`config.mk`:
```
export PLATFORM = sky130hd
export DESIGN_NAME = array_sequencer
export DESIGN_NICKNAME = d
export VERILOG_FILES = /design/src/rtl/array_seq_pkg.sv /design/src/rtl/array_sequencer_counter.sv /design/src/rtl/array_sequencer.sv
export SDC_FILE = /design/constraint.sdc
export NUM_CORES = 1
export LEC_CHECK = 0
export CAP_MARGIN = 20
export CORE_UTILIZATION = 59
export CTS_BUF_LIST = sky130_fd_sc_hd__clkbuf_2
export CTS_CLUSTER_DIAMETER = 80
export CTS_CLUSTER_SIZE = 28
export DETAILED_ROUTE_END_ITERATION = 8
export DONT_BUFFER_PORTS = 1
export GPL_ROUTABILITY_DRIVEN = 0
export GPL_TIMING_DRIVEN = 0
export PLACE_DENSITY_LB_ADDON = 0.15
export SLEW_MARGIN = 10
export SYNTH_ARGS = -nofsm -noshare
export SYNTH_HDL_FRONTEND = slang
export SYNTH_SLANG_ARGS = --single-unit
```
`constraint.sdc`:
```
create_clock -name i_clk -period 2.35 [get_ports i_clk]
set_input_delay 0.3525 -clock i_clk [delete_from_list [all_inputs] [get_ports i_clk]]
set_output_delay 0.3525 -clock i_clk [all_outputs]
set_load 0.05 [all_outputs]
```
`src/rtl/array_seq_pkg.sv`:
```
// Shared types and helpers for the systolic array tile sequencer.
// Holds the FSM state enum, mode encodings and the drain latency helper.
package array_seq_pkg;

    typedef enum logic [2:0] {
        IDLE,
        FEED,
        DRAIN,
        OUT,
        NEXT,
        DONE
    } state_t;

    localparam logic MODE_PER_TILE = 1'b0;
    localparam logic MODE_ACCUM    = 1'b1;

    // Cycles from the last operand pop until the final psum is capturable.
    function automatic int drain_lat(
        input int rows,
        input int cols,
        input int pipe_extra
    );
        return rows + cols - 1 + pipe_extra;
    endfunction

endpackage

```
`src/rtl/array_sequencer_counter.sv`:
```
// seq_counter: loadable up-counter with clear, enable and terminal flag.
// Ports: i_clk, i_nrst, clr (sync, top priority), load/load_val,
// en (increment), term (terminal value), count, tc (count == term).
module seq_counter
    import array_seq_pkg::*;
#(
    parameter int WIDTH = 8
) (
    input  logic             i_clk,
    input  logic             i_nrst,
    input  logic             clr,
    input  logic             load,
    input  logic [WIDTH-1:0] load_val,
    input  logic             en,
    input  logic [WIDTH-1:0] term,
    output logic [WIDTH-1:0] count,
    output logic             tc
);

    always_ff @(posedge i_clk or negedge i_nrst) begin
        if (!i_nrst) begin
            count <= '0;
        end else if (clr) begin
            count <= '0;
        end else if (load) begin
            count <= load_val;
        end else if (en) begin
            count <= count + WIDTH'(1);
        end
    end

    assign tc = (count == term);

endmodule

```
`src/rtl/array_sequencer.sv`:
```
// array_sequencer: multi-tile sequencer between the CSR block and the
// IR/WR/OR routers. Arms routers, issues pop strobes, waits the array
// drain latency per tile, then drives psum readout and the output router.
// Ports: i_clk/i_nrst, i_reg_clear, i_start, i_num_tiles, i_mode,
// router enables/readies/dones, pop/tile_next/psum pulses, o_tile_idx,
// o_busy, o_done (sticky).
module array_sequencer
    import array_seq_pkg::*;
#(
    parameter int ROWS       = 4,
    parameter int COLS       = 4,
    parameter int PIPE_EXTRA = 0,
    parameter int TILE_WIDTH = 8,
    parameter int CNT_WIDTH  = 8
) (
    input  logic                  i_clk,
    input  logic                  i_nrst,
    input  logic                  i_reg_clear,
    input  logic                  i_start,
    input  logic [TILE_WIDTH-1:0] i_num_tiles,
    input  logic                  i_mode,
    output logic                  o_ir_en,
    output logic                  o_wr_en,
    input  logic                  i_ir_ready,
    input  logic                  i_wr_ready,
    output logic                  o_pop_en,
    input  logic                  i_ir_done,
    input  logic                  i_wr_done,
    output logic                  o_tile_next,
    output logic                  o_psum_clear,
    output logic                  o_psum_out_en,
    output logic                  o_or_en,
    input  logic                  i_or_done,
    output logic [TILE_WIDTH-1:0] o_tile_idx,
    output logic                  o_busy,
    output logic                  o_done
);

    localparam int DLAT = drain_lat(ROWS, COLS, PIPE_EXTRA);
    localparam logic [CNT_WIDTH-1:0] DRAIN_LAST = CNT_WIDTH'(DLAT - 1);

    state_t                  state;
    logic [TILE_WIDTH-1:0]   n_q;
    logic                    mode_q;
    logic [CNT_WIDTH-1:0]    drain_cnt_unused;
    logic                    drain_tc;
    logic                    last_tile;
    logic                    accept;

    assign accept = (state == IDLE) && i_start;

    // Free-runs only inside DRAIN; held at zero elsewhere so each
    // DRAIN visit starts counting from 0.
    seq_counter #(
        .WIDTH (CNT_WIDTH)
    ) u_drain_cnt (
        .i_clk    (i_clk),
        .i_nrst   (i_nrst),
        .clr      (i_reg_clear || (state != DRAIN)),
        .load     (1'b0),
        .load_val ('0),
        .en       (state == DRAIN),
        .term     (DRAIN_LAST),
        .count    (drain_cnt_unused),
        .tc       (drain_tc)
    );

    // Tile index saturates at N-1 so it can never wrap.
    seq_counter #(
        .WIDTH (TILE_WIDTH)
    ) u_tile_cnt (
        .i_clk    (i_clk),
        .i_nrst   (i_nrst),
        .clr      (i_reg_clear),
        .load     (accept),
        .load_val ('0),
        .en       ((state == NEXT) && !last_tile),
        .term     (n_q - TILE_WIDTH'(1)),
        .count    (o_tile_idx),
        .tc       (last_tile)
    );

    always_ff @(posedge i_clk or negedge i_nrst) begin
        if (!i_nrst) begin
            state         <= IDLE;
            n_q           <= '0;
            mode_q        <= MODE_PER_TILE;
            o_ir_en       <= 1'b0;
            o_wr_en       <= 1'b0;
            o_pop_en      <= 1'b0;
            o_tile_next   <= 1'b0;
            o_psum_clear  <= 1'b0;
            o_psum_out_en <= 1'b0;
            o_or_en       <= 1'b0;
            o_busy        <= 1'b0;
            o_done        <= 1'b0;
        end else if (i_reg_clear) begin
            state         <= IDLE;
            n_q           <= '0;
            mode_q        <= MODE_PER_TILE;
            o_ir_en       <= 1'b0;
            o_wr_en       <= 1'b0;
            o_pop_en      <= 1'b0;
            o_tile_next   <= 1'b0;
            o_psum_clear  <= 1'b0;
            o_psum_out_en <= 1'b0;
            o_or_en       <= 1'b0;
            o_busy        <= 1'b0;
            o_done        <= 1'b0;
        end else begin
            o_tile_next   <= 1'b0;
            o_psum_clear  <= 1'b0;
            o_psum_out_en <= 1'b0;
            unique case (state)
                IDLE: begin
                    if (i_start) begin
                        n_q          <= (i_num_tiles == '0) ?
                                        TILE_WIDTH'(1) : i_num_tiles;
                        mode_q       <= i_mode;
                        o_ir_en      <= 1'b1;
                        o_wr_en      <= 1'b1;
                        o_psum_clear <= 1'b1;
                        o_done       <= 1'b0;
                        o_busy       <= 1'b1;
                        state        <= FEED;
                    end
                end
                FEED: begin
                    if (i_ir_done && i_wr_done) begin
                        o_pop_en <= 1'b0;
                        state    <= DRAIN;
                    end else begin
                        o_pop_en <= i_ir_ready && i_wr_ready;
                    end
                end
                DRAIN: begin
                    if (drain_tc) begin
                        if (mode_q == MODE_PER_TILE || last_tile) begin
                            o_psum_out_en <= 1'b1;
                            state         <= OUT;
                        end else begin
                            o_tile_next <= 1'b1;
                            state       <= NEXT;
                        end
                    end
                end
                OUT: begin
                    // or_en rises one cycle after OUT entry, so a done
                    // already high on entry means it never asserts.
                    if (i_or_done) begin
                        o_or_en <= 1'b0;
                        if (last_tile) begin
                            state <= DONE;
                        end else begin
                            o_tile_next  <= 1'b1;
                            o_psum_clear <= (mode_q == MODE_PER_TILE);
                            state        <= NEXT;
                        end
                    end else begin
                        o_or_en <= 1'b1;
                    end
                end
                NEXT: begin
                    state <= FEED;
                end
                DONE: begin
                    o_done  <= 1'b1;
                    o_ir_en <= 1'b0;
                    o_wr_en <= 1'b0;
                    o_busy  <= 1'b0;
                    state   <= IDLE;
                end
                default: begin
                    state <= IDLE;
                end
            endcase
        end
    end

endmodule

```
-- After elaboration in Yosys (flattened, before gate mapping)
Index checks and enable logic that the tools add are counted.
Widths: inputs -> output; s select.
- latch bits: 0
- memories: 0
- bits in read-only memories: 0
- input bits: 18
- word-level logic and storage cells: 94
- bits in writable memories: 0
- register bits after elaboration: 35
- bitwise gates (word level): 1
- shift operators: 0
- equal/unequal tests: 12
- reductions and logical operators: 19
- multipliers: 0
- div/mod/pow operators: 0
- mux-type cells: 47
- $lt $le $gt $ge: 0
- $add $sub $neg: 3
- operators by type and width (cell ; number):
    $mux 8 ; 9
    $mux 1 ; 27
    $mux 3 ; 6
    $add 8x1->8 const B ; 2
    $pmux 3 s5 ; 1
    $ne 3x3->1 const B ; 4
    $reduce_bool 2->1 ; 5
    $eq 8x3->1 const B ; 1
    $eq 8x8->1 ; 1
    $logic_not 8->1 ; 1
    $pmux 1 s2 ; 4
    $sub 8x1->8 const B ; 1
    $eq 3x2->1 const B ; 2
    $eq 3x3->1 const B ; 2
    $reduce_bool 3->1 ; 2
    $logic_and 1x1->1 ; 4
    $reduce_and 2->1 ; 2
    $reduce_and 4->1 ; 1
    $eq 3x1->1 const B ; 1
    $logic_not 3->1 ; 1
    $ne 3x2->1 const B ; 1
    $logic_or 1x1->1 ; 2
    $logic_not 1->1 ; 1
    $not 1->1 ; 1

-- Longest topological paths before layout
Gate-level depths: netlist of the first run.
- depth after elaboration: 7
- mapped depth: 9

-- By module
A second synthesis of the first run with hierarchy kept.
- cell total of the unflattened synthesis: 229
- area total of the unflattened synthesis: 2183.3 sq um
- modules (own cells, without submodules) (module ; times used ; area an instance (sq um) ; cells an instance):
    array_sequencer ; 1 ; 1047.3 ; 109
    seq_counter at u_tile_cnt ; 1 ; 583.1 ; 58
    seq_counter at u_drain_cnt ; 1 ; 553.0 ; 62

-- Worst setup path before layout of the first run
Ideal clock, no wire load.
- kind: reg2reg
- start point: register n_q[0]
- end point: register o_psum_clear
- setup time: 78 ps
- stages on the path, launching flop included: 9
- arrival: 2270 ps
- setup slack: 2 ps
- path buffers: 0
- required time: 2272 ps
- period minus slack after synthesis: 2348 ps
- path through: dfrtp_1 -> inv_1 -> ha_1 -> or3b_4 -> o31a_1 -> o2111ai_2 -> a311oi_4 -> or4b_1 -> a21oi_1
- word-level cells in the longest chain between the ends: 6
- ends and longest elaborated chain (what ; RTL line ; text):
    start: declaration ; array_sequencer.sv:43 ; logic [TILE_WIDTH-1:0] n_q;
    start signal: assignment ; array_sequencer.sv:117 ; n_q <= (i_num_tiles == '0) ?
    $sub 8x1->8 ; array_sequencer.sv:78 ; .term (n_q - TILE_WIDTH'(1)),
    $eq 8x8->1 ; array_sequencer_counter.sv:32 ; assign tc = (count == term);
    $mux 1 ; array_sequencer.sv:152 ; if (last_tile) begin
    $mux 1 ; array_sequencer.sv:150 ; if (i_or_done) begin
    $pmux 1 s2 ; array_sequencer.sv:114 ; unique case (state)
    $mux 1 ; array_sequencer.sv:97 ; end else if (i_reg_clear) begin
    end signal: assignment ; array_sequencer.sv:156 ; o_psum_clear <= (mode_q == MODE_PER_TILE);
    end: declaration ; array_sequencer.sv:30 ; output logic o_psum_clear,
Every way passes these cells.
A chain may end at the register's enable or synchronous reset.

-- Worst setup path in the final report of the first run
- start point: register n_q[0]
- end point: register u_tile_cnt.count[2]
- word-level cells in the longest chain between the ends: 5
- ends and longest elaborated chain (what ; RTL line ; text):
    $sub 8x1->8 ; array_sequencer.sv:78 ;
    $eq 8x8->1 ; array_sequencer_counter.sv:32 ;
    $logic_not 1->1 ; array_sequencer.sv:77 ; .en ((state == NEXT) && !last_tile),
    $logic_and 1x1->1 ; array_sequencer.sv:77 ;
    $reduce_bool 3->1 (no line) ; -- ;
    end signal: assignment ; array_sequencer_counter.sv:26 ; count <= load_val;
    end signal: assignment ; array_sequencer_counter.sv:28 ; count <= count + WIDTH'(1);
    end: declaration ; array_sequencer_counter.sv:16 ; output logic [WIDTH-1:0] count,
Every way passes these cells.

==> impl_metrics.ini, run 1 <==
[outcome]
outcome = complete, but fails checks
violations = negative setup slack

[die]
start_util_pct = 63.7
die_area_um2 = 3610
die_w_um = 60.1
fp.dieH_um = 60.1
row_count = 20
num_io_pins = 35
core_area_um2 = 3130

[power]
power.internal_mw = 1.17
power_frac_seq_pct = 39.9
power.density_nw_per_um2 = 831
pwr-share-comb_pct = 39.5
p_leak_nw = 0.972
p_sw_uw = 814
switching_share_pct = 41.1
ir_worst_vdd_v = 0.000556
clkPwrFrac_pct = 20.6

[detailed_routing]
routed_via_density = 6.52
wirelength_um = 5280
final_antenna_net_count = 0
vias = 1877
drt_pre_antenna_iters = 4
drc = 0
wl_per_cell_um = 18.3
drtIter0Drc = 124

[synth]
syn_inst = 222
yosysWarnings = 0
yosysTopAreaCell = dfrtp_1
synth_area_um2 = 1990
synth_top_area_share_pct = 44.0
ys_dominant_reg_cell = dfrtp_1
avgSynthCellArea_um2 = 8.97
postSynth.asyncResetShare_pct = 100
synth-seq-cells = 35
synth_edf_count = 0
seq_area_frac_synth_pct = 44.0
yosys-top-cells-area = dfrtp_1 44%, a21oi_1 5.5%, nand2_1 5.5%, xor2_1 4.4%, nor2_1 3.6%
synth_nets = 244
synth_cell_type_count = 47

[placed_design]
dp_cells = 266
place.port_buffers = 0
dp_hpwl_um = 3150

[cts]
clk_latency_ps = 400
clk_pin_slew_ps = 200
clock_sinks = 35
cts_buffers = 5
cts.root.buffer_cell = clkbuf_2
cts_tree = yes
ctsHtreeMaxLevel = 2
cts_buffer_depth = 2

[worst_setup_path]
crit_path_start_kind = register
worstPathArrival_ps = 2910
path_max_fanout = 5
rrSetupSlack_ps = -220
required_ps = 2690
path_class = reg -> reg
cp-end-kind = register

[final_layout]
drive_gt1_share_pct = 24.2
diodes = 0
regArea_um2 = 882
layout_commonest_cell = dfrtp_1
final_util_pct = 76.3
final_cell_count_no_fill = 288
final_cell_mix = 30 x dfrtp_1, 29 x nand2_1, 18 x nor2_1, 18 x a21oi_1, 12 x nand3_1
final_nets = 265
fillers = 219
multiInputGateArea_um2 = 1180
syn2layout_area_growth_pct = 19.8

[sta]
fmax_ghz = 0.388
timing.final.crit_period_ps = 2570
hold_viol = 0
setup_ws_ps = -224
setup_tns_ps = -2310
fin_hold_ws_ps = 43.9
worst_slew_pin_slew_ps = 688
min_period_over_period_pct = 110
slew_headroom_pct = 54.1
fin_skew_ps = 7.86
rsz0062_at_grt = yes
setup_violations = 14
drv_slew = 0

[grt]
track_usage_pct = 29.8
grt_first_pass_wirelength_um = 7820
antenna_found_initial = 0
grt_max_degree = 36
grt_overflow = 0
grt_pass1_vias = 1699

[worst_hold_path]
min_path_type = in -> reg

[flow_run]
drv_cap = 0
## sequential cells by signal, summed over array words and instances (netlist names)
name               flops
state                  3
o_busy                 1
o_or_en                1
o_tile_next            1
n_q                    8
o_done                 1
u_drain_cnt.count      8
o_pop_en               1
mode_q                 1
u_tile_cnt.count       8
o_psum_clear           1
o_psum_out_en          1
## power by group through the flow
stage / clock network, mW / registers (mW) / logic, mW
floorplan: 0 / 0.774 / 0.462
global placement: 0 / 0.789 / 0.524
detailed placement: 0 / 0.795 / 0.551
CTS: 0.403 / 0.784 / 0.643
global route: 0.433 / 0.802 / 0.845
finish: 0.408 / 0.791 / 0.783
## path summary, 6_finish.rpt
| check | start | to | depth (start not counted) |
|---|---|---|---|
| max reg2reg | n_q[0] | u_tile_cnt.count[2] | 8 |
| max in group asynchronous | i_nrst | u_tile_cnt.count[5] | 2 |
| min | i_num_tiles[3] | n_q[3] | 2 |
| max | n_q[0] | u_tile_cnt.count[2] | 8 |
| min reg2reg | n_q[7] | n_q[7] | 2 |
| min in group asynchronous | i_nrst | n_q[3] | 2 |
## Yosys cell counts (all sizes together), types with 2 or more instances
master and number:
nand3b 3, nand2b 3, nor4 3, or2 2, nand4 4, o21ai 7
or4b 2, nor2 19, clkbuf 6, inv 8, nor3 9, ha 4
nand3 12, or3 6, and3 5, o211ai 2, o31ai 2, buf 3
nand2 29, or4 2, a21oi 22, a2111oi 2, nor2b 2, dfrtp 35
xor2 10, xnor2 4
## final cells by class
| type | instances | share of cell area (%) |
|---|---|---|
| buffer | 9 | 2.05 |
| clock buffer | 5 | 1.05 |
| clock inverter | 3 | 1.84 |
| inverter | 8 | 1.26 |
| multi-input combinational | 171 | 49.5 |
| sequential | 35 | 37.0 |
| tap | 44 | 2.31 |
| timing repair buffer | 13 | 5.03 |
## critical path, cell delays in order, from the launching register on
cell      delay (ps)
dfrtp_2          460
buf_6            120
nor4_4           410
nand4_1          200
a211o_1          380
a311oi_4         500
buf_6            190
o21ai_2           60
a21oi_1          180
## layer usage
layer | vias to the layer above | track usage (%) | routed length [um]
met5 | - | 0 | 0
met4 | 0 | 11.6 | 158
met3 | 22 | 5.41 | 354
met2 | 95 | 50.9 | 2790
met1 | 921 | 36.9 | 1970
li1 | 839 | - | -
## logic make-up (layout without fill, tap and decap cells)
| logic type | Yosys count | after routing | synth area share, % |
|---|---|---|---|
| compound gates | 46 | 47 | 15.6 |
| xor+xnor | 14 | 14 | 6.16 |
| fa+ha+maj | 4 | 4 | 2.51 |
| buf+inv | 17 | 38 | 3.96 |
| flops | 35 | 35 | 44.0 |
| mux | 1 | 1 | 0.503 |
| simple gates | 105 | 105 | 27.3 |
## metrics by stage
| step | area, um^2 | worst slack [ps] | total power, mW |
|---|---|---|---|
| 2_1_floorplan | 1990 | 2.11 | 1.24 |
| 6_report | 2390 | -224 | 1.98 |
| 3_3_place_gp | 2050 | -175 | 1.31 |
| 4_1_cts | 2250 | -78.6 | 1.83 |
| 3_5_place_dp | 2050 | -276 | 1.35 |
| 5_1_grt | 2390 | -297 | 2.08 |
## what timing repair did
action,CTS,global route
resized for setup,15,21
cloned,2,0
pin swaps,10,18
hold buffers,2,0
endpoints found under the setup margin,14,14
buffers inserted,5,5
endpoints found under the hold margin,35,0
Power figures use the tool's default switching activity.
==> run 2: changes to the inputs <==
- GPL_ROUTABILITY_DRIVEN: 0 -> default
==> results of run 2 <==
Final layout, timing and power as in run 1 (identical DEF).
